<file path="config.mk">
export PLATFORM = sky130hd
export DESIGN_NAME = mem_arbiter
export DESIGN_NICKNAME = d
export VERILOG_FILES = /design/src/rtl/riscv_mem_pkg.sv /design/src/rtl/arb_rr2.sv /design/src/rtl/mem_arbiter.sv
export SDC_FILE = /design/constraint.sdc
export NUM_CORES = 1
export LEC_CHECK = 0
export ABC_AREA = 1
export CORE_AREA = 2 2 115 117
export DETAILED_ROUTE_END_ITERATION = 16
export DIE_AREA = 0 0 117 119
export PLACE_DENSITY_LB_ADDON = 0.25
export SETUP_SLACK_MARGIN = 0.2
export SKIP_LAST_GASP = 1
export SYNTH_ARGS = -nofsm -noshare
export SYNTH_HDL_FRONTEND = slang
export SYNTH_HIERARCHICAL = 1
export SYNTH_SLANG_ARGS = --single-unit
</file>
<file path="constraint.sdc">
create_clock -name clk -period 4.7 [get_ports clk]
set_clock_uncertainty 0.15 [all_clocks]
set_input_delay 1.41 -clock clk [delete_from_list [all_inputs] [get_ports clk]]
set_output_delay 1.41 -clock clk [all_outputs]
set_load 0.005 [all_outputs]
</file>
<file path="src/rtl/riscv_mem_pkg.sv">
// Shared types and default widths for the instruction/data memory arbiter.
package riscv_mem_pkg;

  typedef enum logic [1:0] {
    OWN_NONE = 2'd0,
    OWN_IF   = 2'd1,
    OWN_LS   = 2'd2
  } owner_e;

  typedef enum logic {
    ARB_IDLE = 1'b0,
    ARB_WAIT = 1'b1
  } arb_state_e;

  localparam int unsigned DEF_ADDR_W = 32;
  localparam int unsigned DEF_DATA_W = 32;
  localparam int unsigned DEF_CNT_W  = 16;

endpackage

</file>
<file path="src/rtl/arb_rr2.sv">
// Two-way round-robin pick between instruction fetch and load/store.
// Remembers the last conflict winner so the other side takes the next conflict.
module arb_rr2
  import riscv_mem_pkg::*;
(
  input  logic clk,
  input  logic rst,
  input  logic en_i,
  input  logic req_if_i,
  input  logic req_ls_i,
  output logic gnt_if_o,
  output logic gnt_ls_o
);

  owner_e last_gnt_q, last_gnt_d;
  logic   conflict;

  assign conflict = req_if_i && req_ls_i;

  always_comb begin
    // NOTE: every signal written here gets a default first, so no latch is inferred.
    gnt_if_o   = 1'b0;
    gnt_ls_o   = 1'b0;
    last_gnt_d = last_gnt_q;
    if (en_i) begin
      if (conflict) begin
        if (last_gnt_q == OWN_LS) begin
          gnt_if_o   = 1'b1;
          last_gnt_d = OWN_IF;
        end else begin
          gnt_ls_o   = 1'b1;
          last_gnt_d = OWN_LS;
        end
      end else begin
        // A lone requester wins without touching the round-robin pointer.
        gnt_if_o = req_if_i;
        gnt_ls_o = req_ls_i;
      end
    end
  end

  always_ff @(posedge clk) begin
    // NOTE: registers use non-blocking assignments so every flop samples pre-edge values.
    if (!rst) begin
      last_gnt_q <= OWN_IF;
    end else begin
      last_gnt_q <= last_gnt_d;
    end
  end

endmodule

</file>
<file path="src/rtl/mem_arbiter.sv">
// Shares one single-port memory between fetch and load/store with at most
// one read outstanding; read data is routed back to whichever side issued it.
module mem_arbiter
  import riscv_mem_pkg::*;
#(
  parameter int unsigned ADDR_W = DEF_ADDR_W,
  parameter int unsigned DATA_W = DEF_DATA_W,
  parameter int unsigned CNT_W  = DEF_CNT_W
) (
  input  logic                clk,
  input  logic                rst,
  input  logic                if_req,
  input  logic [ADDR_W-1:0]   if_addr,
  output logic                if_gnt,
  output logic                if_rvalid,
  output logic [DATA_W-1:0]   if_rdata,
  input  logic                ls_req,
  input  logic                ls_we,
  input  logic [ADDR_W-1:0]   ls_addr,
  input  logic [DATA_W-1:0]   ls_wdata,
  input  logic [DATA_W/8-1:0] ls_be,
  output logic                ls_gnt,
  output logic                ls_rvalid,
  output logic [DATA_W-1:0]   ls_rdata,
  output logic                mem_req,
  output logic                mem_we,
  output logic [ADDR_W-1:0]   mem_addr,
  output logic [DATA_W-1:0]   mem_wdata,
  output logic [DATA_W/8-1:0] mem_be,
  input  logic                mem_rvalid,
  input  logic [DATA_W-1:0]   mem_rdata,
  output logic                stall_o,
  output logic                err_o,
  output logic [CNT_W-1:0]    conflict_cnt
);

  arb_state_e       state_q, state_d;
  owner_e           owner_q, owner_d;
  logic             err_q, err_d;
  logic [CNT_W-1:0] cnt_q, cnt_d;
  logic             idle, arb_en, gnt_if, gnt_ls, rsp;

  assign idle   = (state_q == ARB_IDLE);
  // Gating with rst keeps every strobe low while reset is held.
  assign arb_en = rst && idle;

  arb_rr2 u_rr (
    .clk      (clk),
    .rst      (rst),
    .en_i     (arb_en),
    .req_if_i (if_req),
    .req_ls_i (ls_req),
    .gnt_if_o (gnt_if),
    .gnt_ls_o (gnt_ls)
  );

  assign if_gnt  = gnt_if;
  assign ls_gnt  = gnt_ls;
  assign stall_o = rst && if_req && !gnt_if;

  always_comb begin
    mem_req   = 1'b0;
    mem_we    = 1'b0;
    mem_addr  = '0;
    mem_wdata = '0;
    mem_be    = '0;
    if (gnt_if) begin
      mem_req  = 1'b1;
      mem_addr = if_addr;
      mem_be   = '1;
    end else if (gnt_ls) begin
      mem_req   = 1'b1;
      mem_we    = ls_we;
      mem_addr  = ls_addr;
      mem_wdata = ls_wdata;
      mem_be    = ls_be;
    end
  end

  // Read return is a pass-through, steered by the registered owner.
  assign rsp       = rst && !idle && mem_rvalid;
  assign if_rvalid = rsp && (owner_q == OWN_IF);
  assign ls_rvalid = rsp && (owner_q == OWN_LS);
  assign if_rdata  = (owner_q == OWN_IF) ? mem_rdata : '0;
  assign ls_rdata  = (owner_q == OWN_LS) ? mem_rdata : '0;

  always_comb begin
    state_d = state_q;
    owner_d = owner_q;
    err_d   = err_q;
    cnt_d   = cnt_q;
    case (state_q)
      ARB_IDLE: begin
        // A response with nothing outstanding is a protocol error, never routed.
        if (mem_rvalid) err_d = 1'b1;
        if (gnt_if) begin
          state_d = ARB_WAIT;
          owner_d = OWN_IF;
        end else if (gnt_ls && !ls_we) begin
          state_d = ARB_WAIT;
          owner_d = OWN_LS;
        end
      end
      ARB_WAIT: begin
        if (mem_rvalid) begin
          state_d = ARB_IDLE;
          owner_d = OWN_NONE;
        end
      end
      default: begin
        state_d = ARB_IDLE;
        owner_d = OWN_NONE;
      end
    endcase
    if (if_req && ls_req && (cnt_q != '1)) cnt_d = cnt_q + CNT_W'(1);
  end

  always_ff @(posedge clk) begin
    if (!rst) begin
      state_q <= ARB_IDLE;
      owner_q <= OWN_NONE;
      err_q   <= 1'b0;
      cnt_q   <= '0;
    end else begin
      state_q <= state_d;
      owner_q <= owner_d;
      err_q   <= err_d;
      cnt_q   <= cnt_d;
    end
  end

  assign err_o        = err_q;
  assign conflict_cnt = cnt_q;

endmodule

</file>
==> results of run 1 <==
[final cells by class]
cell class                 instances  area share (%)
inverter                          61            3.81
antenna                            1          0.0410
multi-input combinational        398            28.1
sequential                        22            7.22
clock buffer                       4            1.46
timing repair buffer             329            55.8
tap                              176            3.61
[cell usage after synthesis]
| cell type | instances |
|---|---|
| clkbuf_1 | 22 |
| nor2_4 | 3 |
| nand2_4 | 2 |
| inv_2 | 4 |
| and2_1 | 1 |
| a22oi_1 | 1 |
| nand2_2 | 7 |
| a21oi_1 | 10 |
| nand3_1 | 49 |
| nor4_1 | 1 |
| nor2_1 | 148 |
| nand3_2 | 1 |
| nor3_1 | 2 |
| inv_1 | 56 |
| a21oi_2 | 1 |
| ha_1 | 1 |
| nand2_1 | 154 |
| clkinv_2 | 1 |
| xor2_1 | 2 |
| buf_1 | 2 |
| o21ai_1 | 2 |
| nor2_2 | 4 |
| o21ai_0 | 3 |
| buf_2 | 4 |
| nand4_1 | 5 |
| dfxtp_1 | 22 |
| or2_2 | 1 |
[cell families after synthesis]
logic type      Yosys count  synth area share (%)
compound gates           17                  3.69
xor+xnor                  2                 0.708
fa+ha+maj                 1                 0.505
buf+inv                  89                  13.7
flops                    22                  17.8
simple gates            378                  63.6
[stage by stage]
stage | cells | total power, mW
6_report | 991 | 0.760
4_1_cts | 987 | 0.769
3_5_place_dp | 968 | 0.556
5_1_grt | 991 | 0.809
2_1_floorplan | 509 | 0.298
3_3_place_gp | 968 | 0.556
[power breakdown]
part	internal, mW	switching, mW	leakage, nW
Combinational	0.230	0.135	3.01
Sequential	0.191	0.00484	0.178
Clock	0.130	0.0693	0.0442
Total	0.551	0.209	3.24
[final timing paths]
kind / endpoint / slack, ns
setup reg to reg: owner_q[0] / 2.71
hold / removal: owner_q[1] / 0.32
hold reg to reg: owner_q[1] / 0.32
setup / recovery: mem_wdata[27] / 0.12
[per-layer routing]
| layer | part of all wire (%) | GRT usage [%] | vias up | routed length (um) |
|---|---|---|---|---|
| li1 | - | - | 2143 | - |
| met1 | 39 | 20.1 | 1766 | 5210 |
| met2 | 50 | 32.7 | 197 | 6660 |
| met3 | 8.8 | 3.36 | 16 | 1170 |
| met4 | 2.1 | 3.90 | 0 | 275 |
| met5 | 0 | 0 | - | 0 |
[state kept, by name, summed over array words and instances (netlist names)]
register,cells
state_q,1
err_o,1
owner_q,2
conflict_cnt,16
u_rr/last_gnt_q,2
[worst min-delay path: cells and delay by family (launching register included)]
family / cells / cell delay, ns
flip-flops: 1 / 0.31
AO/OA/AOI/OAI: 1 / 0.05
AND/OR/NAND/NOR: 1 / 0.06
[repair_timing]
action	4_1_cts	5_1_grt
setup endpoints to repair	75	45
resized for setup	66	36
setup buffers	9	3
gates cloned	6	0
pin swaps	3	1
==> summary.txt, run 1 <==
Routing
  • Vias/cell: 4.16
  • DRC viols: 0
  • DR WL/cell: around 13 um
  • ANT nets after route: 0
  • Final wirelength: 13300 um
  • TritonRoute pass-1 iters: 4
  • Initial detailed-routing violation count: 213
  • Vias: 4122

Logic synthesis
  • Library cells used by synthesis: 27
  • Post-synth top area share: 23.3%
  • Seq cells post-synth: 22
  • Mean cell area of the mapped netlist: approximately 5 sq um
  • Dominant cells by area after synthesis: nand2_1 (23%), nor2_1 (22%), dfxtp_1 (18%)
  • Post-synthesis cell area: between 0.002 and 0.0025 sq mm
  • Post-Syn Nets: ~650
  • Area leader, netlist: nand2_1
  • Syn Inst Count: a little over 500
  • Register area share after synthesis: between 15 and 20%
  • Yosys warns: 6

Global route
  • Gr ovfl total: 0
  • Vias in the first global route: around 3700
  • Initial antenna violation count: 1
  • First-pass GRT wire length: 19300 um
  • All-Layer GR Usage: 17.5%
  • Pin count of the biggest net entering global routing: 34

Pwr
  • P per Cell Area: 125 mW/mm^2
  • Pleak: 3.24 nW
  • VDD IR-drop max: around 0.00011 V

Clock network
  • Reg clk slew, reported paths: ~0.060 ns
  • CTS sink cnt: 22
  • Root buffer cell: clkbuf_16
  • Clk buf depth: 2
  • CTS tree: yes
  • Hold buffer count at CTS: 0
  • TritonCTS Buffers: 3
  • CTS H-Tree Depth: 1
  • Worst skew pair latency: ~0.25 ns

STA
  • Worst hold slack: 0.316 ns
  • Worst Tran Pin Value: 1.11 ns
  • Period utilization: 97.3%
  • Final hold vios: 0
  • Final setup fails: 0
  • Fmax: around 0.22 GHz
  • Fin Setup TNS: 0 ns
  • Pins over their slew limit: 0
  • Slew headroom: about 26%
  • Unrepaired setup endpoints after global routing: yes
  • Final min period: 4.58 ns
  • Setup slack after layout: 0.125 ns

Floorplanning
  • Row count: 42
  • Core Box Area: approximately 0.013 sq mm
  • Die Footprint: 0.0139 sq mm
  • Initial core utilization: roughly a fifth
  • Die Wd: roughly 120 um
  • Ports: approximately 290
  • Die H: 119 um

Critical path
  • Slowest-stage cell, CP: clkdlybuf4s50_1
  • Worst Path Class, Setup: in2out
  • Worst-path maximum fanout: 7
  • Reg2reg start: state_q
  • Buf/Inv on CP: 6
  • CP Cell Sequence: clkdlybuf4s15_1, inv_2, nor2_4, nand2_2, a21oi_4, buf_12, bufbuf_16, buf_12, nor2_1, clkdlybuf4s50_1
  • R2R depth: 11
  • Crit path max-delay family: buffers and inverters
  • Stages on worst setup path: 10
  • Setup crit start kind: input port
  • CP dominant cell by count: buf_12
  • CP required: 3.14 ns
  • Critical Path Max Stage Delay: between 0.5 and 0.6 ns
  • Worst Path Arrival: a little over 3 ns
  • Crit. Startpoint: rst
  • Crit. End Element: primary output

Hold path
  • Min-delay src: owner_q[1]
  • Worst min path class: reg2reg
  • WHS Path Cells: 2

Layout
  • Most frequent cells in the layout: clkdlybuf4s50_1 (218), nand2_1 (154), nor2_1 (147)
  • Most common cell after layout, fill and taps aside: clkdlybuf4s50_1
  • Fin area: about 0.0061 sq mm
  • Multi-input combinational cell area: approximately 0.0017 sq mm
  • Share of cells above drive strength 1: 9.34%
  • Net count, final: 954
  • Register area: ~440 sq um
  • Post-layout util: a little under half
  • FILL cells: 1351
  • Area grow syn2layout: 146%

Place
  • Detail Placement HPWL: around 11000 um
  • Port Buf Inserts: around 300
  • Place WS: -0.280 ns
  • Placer's final routability congestion estimate: 0.849
  • DP Area: between 0.005 and 0.006 sq mm

Run
  • Maximum Capacitance Violations: 0

Status
  • Status: finished, final reports clean
No activity file was read; power rests on OpenSTA's default activity.
==> run 2, diff against run 1 <==
--- a/config.mk
+++ b/config.mk
@@ -6,13 +6,12 @@
 export NUM_CORES = 1
 export LEC_CHECK = 0
 export ABC_AREA = 1
-export CORE_AREA = 2 2 115 117
+export CORE_AREA = 2 2 114 116
 export DETAILED_ROUTE_END_ITERATION = 16
-export DIE_AREA = 0 0 117 119
+export DIE_AREA = 0 0 116 118
 export PLACE_DENSITY_LB_ADDON = 0.25
 export SETUP_SLACK_MARGIN = 0.2
 export SKIP_LAST_GASP = 1
 export SYNTH_ARGS = -nofsm -noshare
 export SYNTH_HDL_FRONTEND = slang
-export SYNTH_HIERARCHICAL = 1
 export SYNTH_SLANG_ARGS = --single-unit
==> run 2 against run 1 <==
Against the previous run: register-to-register slack gained 0.03 ns; global-route usage grew 0.73 points; die area is 1.7% lower; count of clock-buffer cells in the layout stayed put; final cell count is 12% lower; utilization shrank 2.5 points; worst hold slack lost 0.0038 ns; sequential share of layout area up 0.69 points; synthesized cell count is 21% lower; area after synthesis decreased by 11%.
==> summary.txt, run 2 <==
Run
  • Maximum Capacitance Violations: 0 (unchanged)

Logic synthesis
  • Post-synth top flop: dfxtp_1
  • XOR/XNOR share of the synthesized area: 2.37% (+1.7 points)
  • Largest family of logic cells by synthesized area: simple AND/OR/NAND/NOR gates
  • Post-synth EDFFs: 0 (unchanged)
  • Post-synthesis mux area share: 0% (unchanged)
  • Area leader, netlist: nor2_1
  • Commonest cells post-synth: nor2_1 (124), inv_1 (82), nand2_1 (67)
  • Post-Syn Nets: 543 (-16%)
  • Post-synthesis compound-gate area fraction: 18.7% (+15 points)
  • Register area share after synthesis: 19.9% (+2.1 points)
  • Yosys warns: 0 (-6)
  • Dominant cells by area after synthesis: nor2_1 (21%), dfxtp_1 (20%), inv_1 (14%)
  • Post-synthesis cell area: 0.00222 sq mm (-11%)
  • Mean cell area of the mapped netlist: 5.48 sq um (+13%)
  • Post-synth top area share: 21.0% (-2.3 points)
  • Seq cells post-synth: 22 (unchanged)
  • Syn Inst Count: 404 (-21%)
  • Simple logic cell fraction of the synthesized area: 39.3% (-24 points)
  • Library cells used by synthesis: 28 (+3.7%)
  • Fraction of the mapped netlist area in adder cells: 0.565% (+0.059 points)
  • Most common cell in the netlist: nor2_1
  • Async SR Flop Fraction: 0% (unchanged)

Routing
  • DRC viols: 0 (unchanged)
  • Vias/cell: 4.07 (-2.1%)
  • DR WL/cell: 15.6 um (+16%)
  • Vias: 3538 (-14%)
  • Final wirelength: 13600 um (+1.9%)
  • TritonRoute pass-1 iters: 4 (unchanged)
  • ANT nets after route: 0 (unchanged)
  • Initial detailed-routing violation count: 167 (-22%)

Pwr
  • Clock share of power: 26.7% (+0.5 points)
  • P per Cell Area: 135 mW/mm^2 (+8.7%)
  • Register share of total power: 25.9% (about the same)
  • Pleak: 2.47 nW (-24%)
  • Net Switching: 0.200 mW (-4.6%)
  • Int Pwr: 0.554 mW (+0.60%)
  • Switching part of the total: 26.5% (-1.0 points)
  • Combinational cell fraction of total power: 47.4% (-0.6 points)
  • VDD IR-drop max: 0.000116 V (+2.9%)

Critical path
  • Worst Path Arrival: 2.89 ns (-0.13 ns)
  • Worst-path maximum fanout: 20 (+13)
  • FF-to-FF End: conflict_cnt[2]
  • CP Cell Sequence: clkdlybuf4s15_2, nand2_4, nor2_4, nand2_4, buf_4, buf_4, nor2_1, clkdlybuf4s50_1
  • Slowest-stage cell, CP: clkdlybuf4s50_1
  • Worst Path Class, Setup: in2out
  • Critical Path Max Stage Delay: 0.55 ns (+0.03 ns)
  • Worst R2R Setup Slack: 2.74 ns (+0.03 ns)
  • Crit. Startpoint: rst
  • Setup crit start kind: input port
  • Reg2reg start: conflict_cnt[0]
  • CP required: 3.14 ns (about the same)
  • Crit. End Element: primary output
  • R2R depth: 8 (-3)

Clock network
  • CTS sink cnt: 22 (unchanged)
  • Clk buf depth: 2 (unchanged)
  • CTS H-Tree Depth: 1 (unchanged)
  • TritonCTS Buffers: 3 (unchanged)
  • Reg clk slew, reported paths: 0.06 ns (about the same)
  • Root buffer cell: clkbuf_16
  • CTS tree: yes
  • Worst skew pair latency: 0.26 ns (about the same)

Global route
  • Gr ovfl total: 0 (unchanged)
  • Met2 usage in global routing: 33.4% (+0.78 points)
  • M1 GR Usage: 20.1% (-0.037 points)
  • Vias in the first global route: 3284 (-11%)
  • First-pass GRT wire length: 19300 um (-0.39%)
  • Initial antenna violation count: 6 (+5)
  • All-Layer GR Usage: 18.2% (+0.73 points)
  • Met3 usage: 5.05% (+1.7 points)
  • Pin count of the biggest net entering global routing: 35 (+2.9%)
  • Busiest grt layer: met2

Place
  • Detail Placement HPWL: 11300 um (+6.6%)
  • DP Area: 0.00534 sq mm (-6.8%)
  • Placed cell count: 857 (-11%)
  • Port Buf Inserts: 293 (unchanged)
  • Placer's final routability congestion estimate: 0.910 (+7.3%)
  • Place WS: -0.0595 ns (+0.220 ns)

Hold path
  • Min-delay src: owner_q[1]
  • WHS Path Cells: 2 (unchanged)
  • Worst hold endpoint: owner_q[1]
  • Worst min path class: reg2reg

STA
  • Pins over their slew limit: 0 (unchanged)
  • Final hold vios: 0 (unchanged)
  • Worst Tran Pin Value: 1.07 ns (-0.0396 ns)
  • Setup slack after layout: 0.253 ns (+0.129 ns)
  • Final setup fails: 0 (unchanged)
  • Fmax: 0.225 GHz (+2.9%)
  • Final min period: 4.45 ns (-0.129 ns)
  • Slew headroom: 28.5% (+2.6 points)
  • Worst hold slack: 0.312 ns (-0.00382 ns)
  • Period utilization: 94.6% (-2.7 points)
  • Unrepaired setup endpoints after global routing: yes

Layout
  • Fin area: 0.00557 sq mm (-8.7%)
  • Net count, final: 836 (-12%)
  • Largest register FFs: 16 (unchanged)
  • Most common cell after layout, fill and taps aside: clkdlybuf4s50_1
  • FILL cells: 1297 (-4.0%)
  • Area grow syn2layout: 151%
  • Non-Filler Instances: 869 (-12%)
  • Share of cells above drive strength 1: 5.89% (-3.4 points)
  • Most frequent cells in the layout: clkdlybuf4s50_1 (283), nor2_1 (124), inv_1 (81)

Floorplanning
  • Initial core utilization: 17.8% (-1.4 points)
  • Die Wd: 116 um (-0.85%)
  • Die H: 118 um (-0.84%)
  • Die Footprint: 0.0137 sq mm (-1.7%)
  • Ports: 294 (unchanged)
  • Core Box Area: 0.0124 sq mm (-3.6%)
  • Row count: 41 (-2.4%)

Status
  • Status: finished, final reports clean
[run 2: cell types whose count changed after synthesis, moves of 5 or more]
cell / delta
inv_1: +26
nor2_1: -24
nand2_1: -87
clkbuf_1: -15
a21oi_2: +5
nand3_1: -37
a22o_1: +32
[run 2: area by class of cell]
| type | instances | area (sq um) | area share (%) |
|---|---|---|---|
| diodes | 1 | 2.50 | 0.0449 |
| clock buffers | 4 | 88.8 | 1.59 |
| inverters | 84 | 318 | 5.71 |
| multi-input cells | 278 | 1370 | 24.6 |
| flip-flops and latches | 22 | 440 | 7.91 |
| well taps | 172 | 215 | 3.86 |
| repair buffers | 308 | 3130 | 56.3 |
[run 2: cells by family after synthesis]
| family | count (synthesis) |
|---|---|
| compound gates | 53 |
| xor+xnor | 6 |
| fa+ha+maj | 1 |
| buf+inv | 104 |
| flops | 22 |
| simple gates | 218 |
[run 2: how the worst max path moves through the flow]
stage | end | slack, ns | cells after the start
2_1_floorplan | mem_addr[23] | 0.86 | 7
3_3_place_gp | mem_addr[9] | -0.03 | 8
3_5_place_dp | mem_addr[1] | -0.06 | 8
4_1_cts | mem_addr[23] | 0.21 | 8
5_1_grt | mem_wdata[29] | 0.19 | 8
6_report | mem_wdata[29] | 0.25 | 8
[run 2: repair_timing]
item	4_1_cts	5_1_grt
cloned	2	0
endpoints found under the setup margin	73	42
buffers inserted	3	2
pin swaps	3	1
hold buffers	0	0
resized for setup	12	8
[run 2: worst max-delay path, delay by kind of cell]
family | cells | cell delay (ns)
buffers and inverters | 4 | 1.09
and+or+nand+nor | 4 | 0.39
[run 2: power by group through the flow]
stage / clock network (mW) / registers, mW / logic [mW]
floorplan: 0 / 0.199 / 0.0965
detailed placement: 0 / 0.199 / 0.344
global placement: 0 / 0.199 / 0.342
global route: 0.215 / 0.196 / 0.382
CTS: 0.207 / 0.195 / 0.359
finish: 0.201 / 0.195 / 0.357
[run 2: metrics by stage]
stage	util, %	power [mW]	setup TNS [ns]
finish	44.9	0.754	0
global route	44.8	0.792	0
CTS	44.6	0.761	0
detailed placement	43.0	0.543	-1.19
global placement	43.0	0.541	-0.204
floorplan	-	0.295	0
[run 2: layer usage]
metal | share of wire (%) | vias up | wire, um
li1 | - | 1805 | -
met1 | 38 | 1569 | 5210
met2 | 51 | 129 | 6960
met3 | 7.6 | 25 | 1040
met4 | 2.1 | 10 | 289
met5 | 0.54 | - | 73
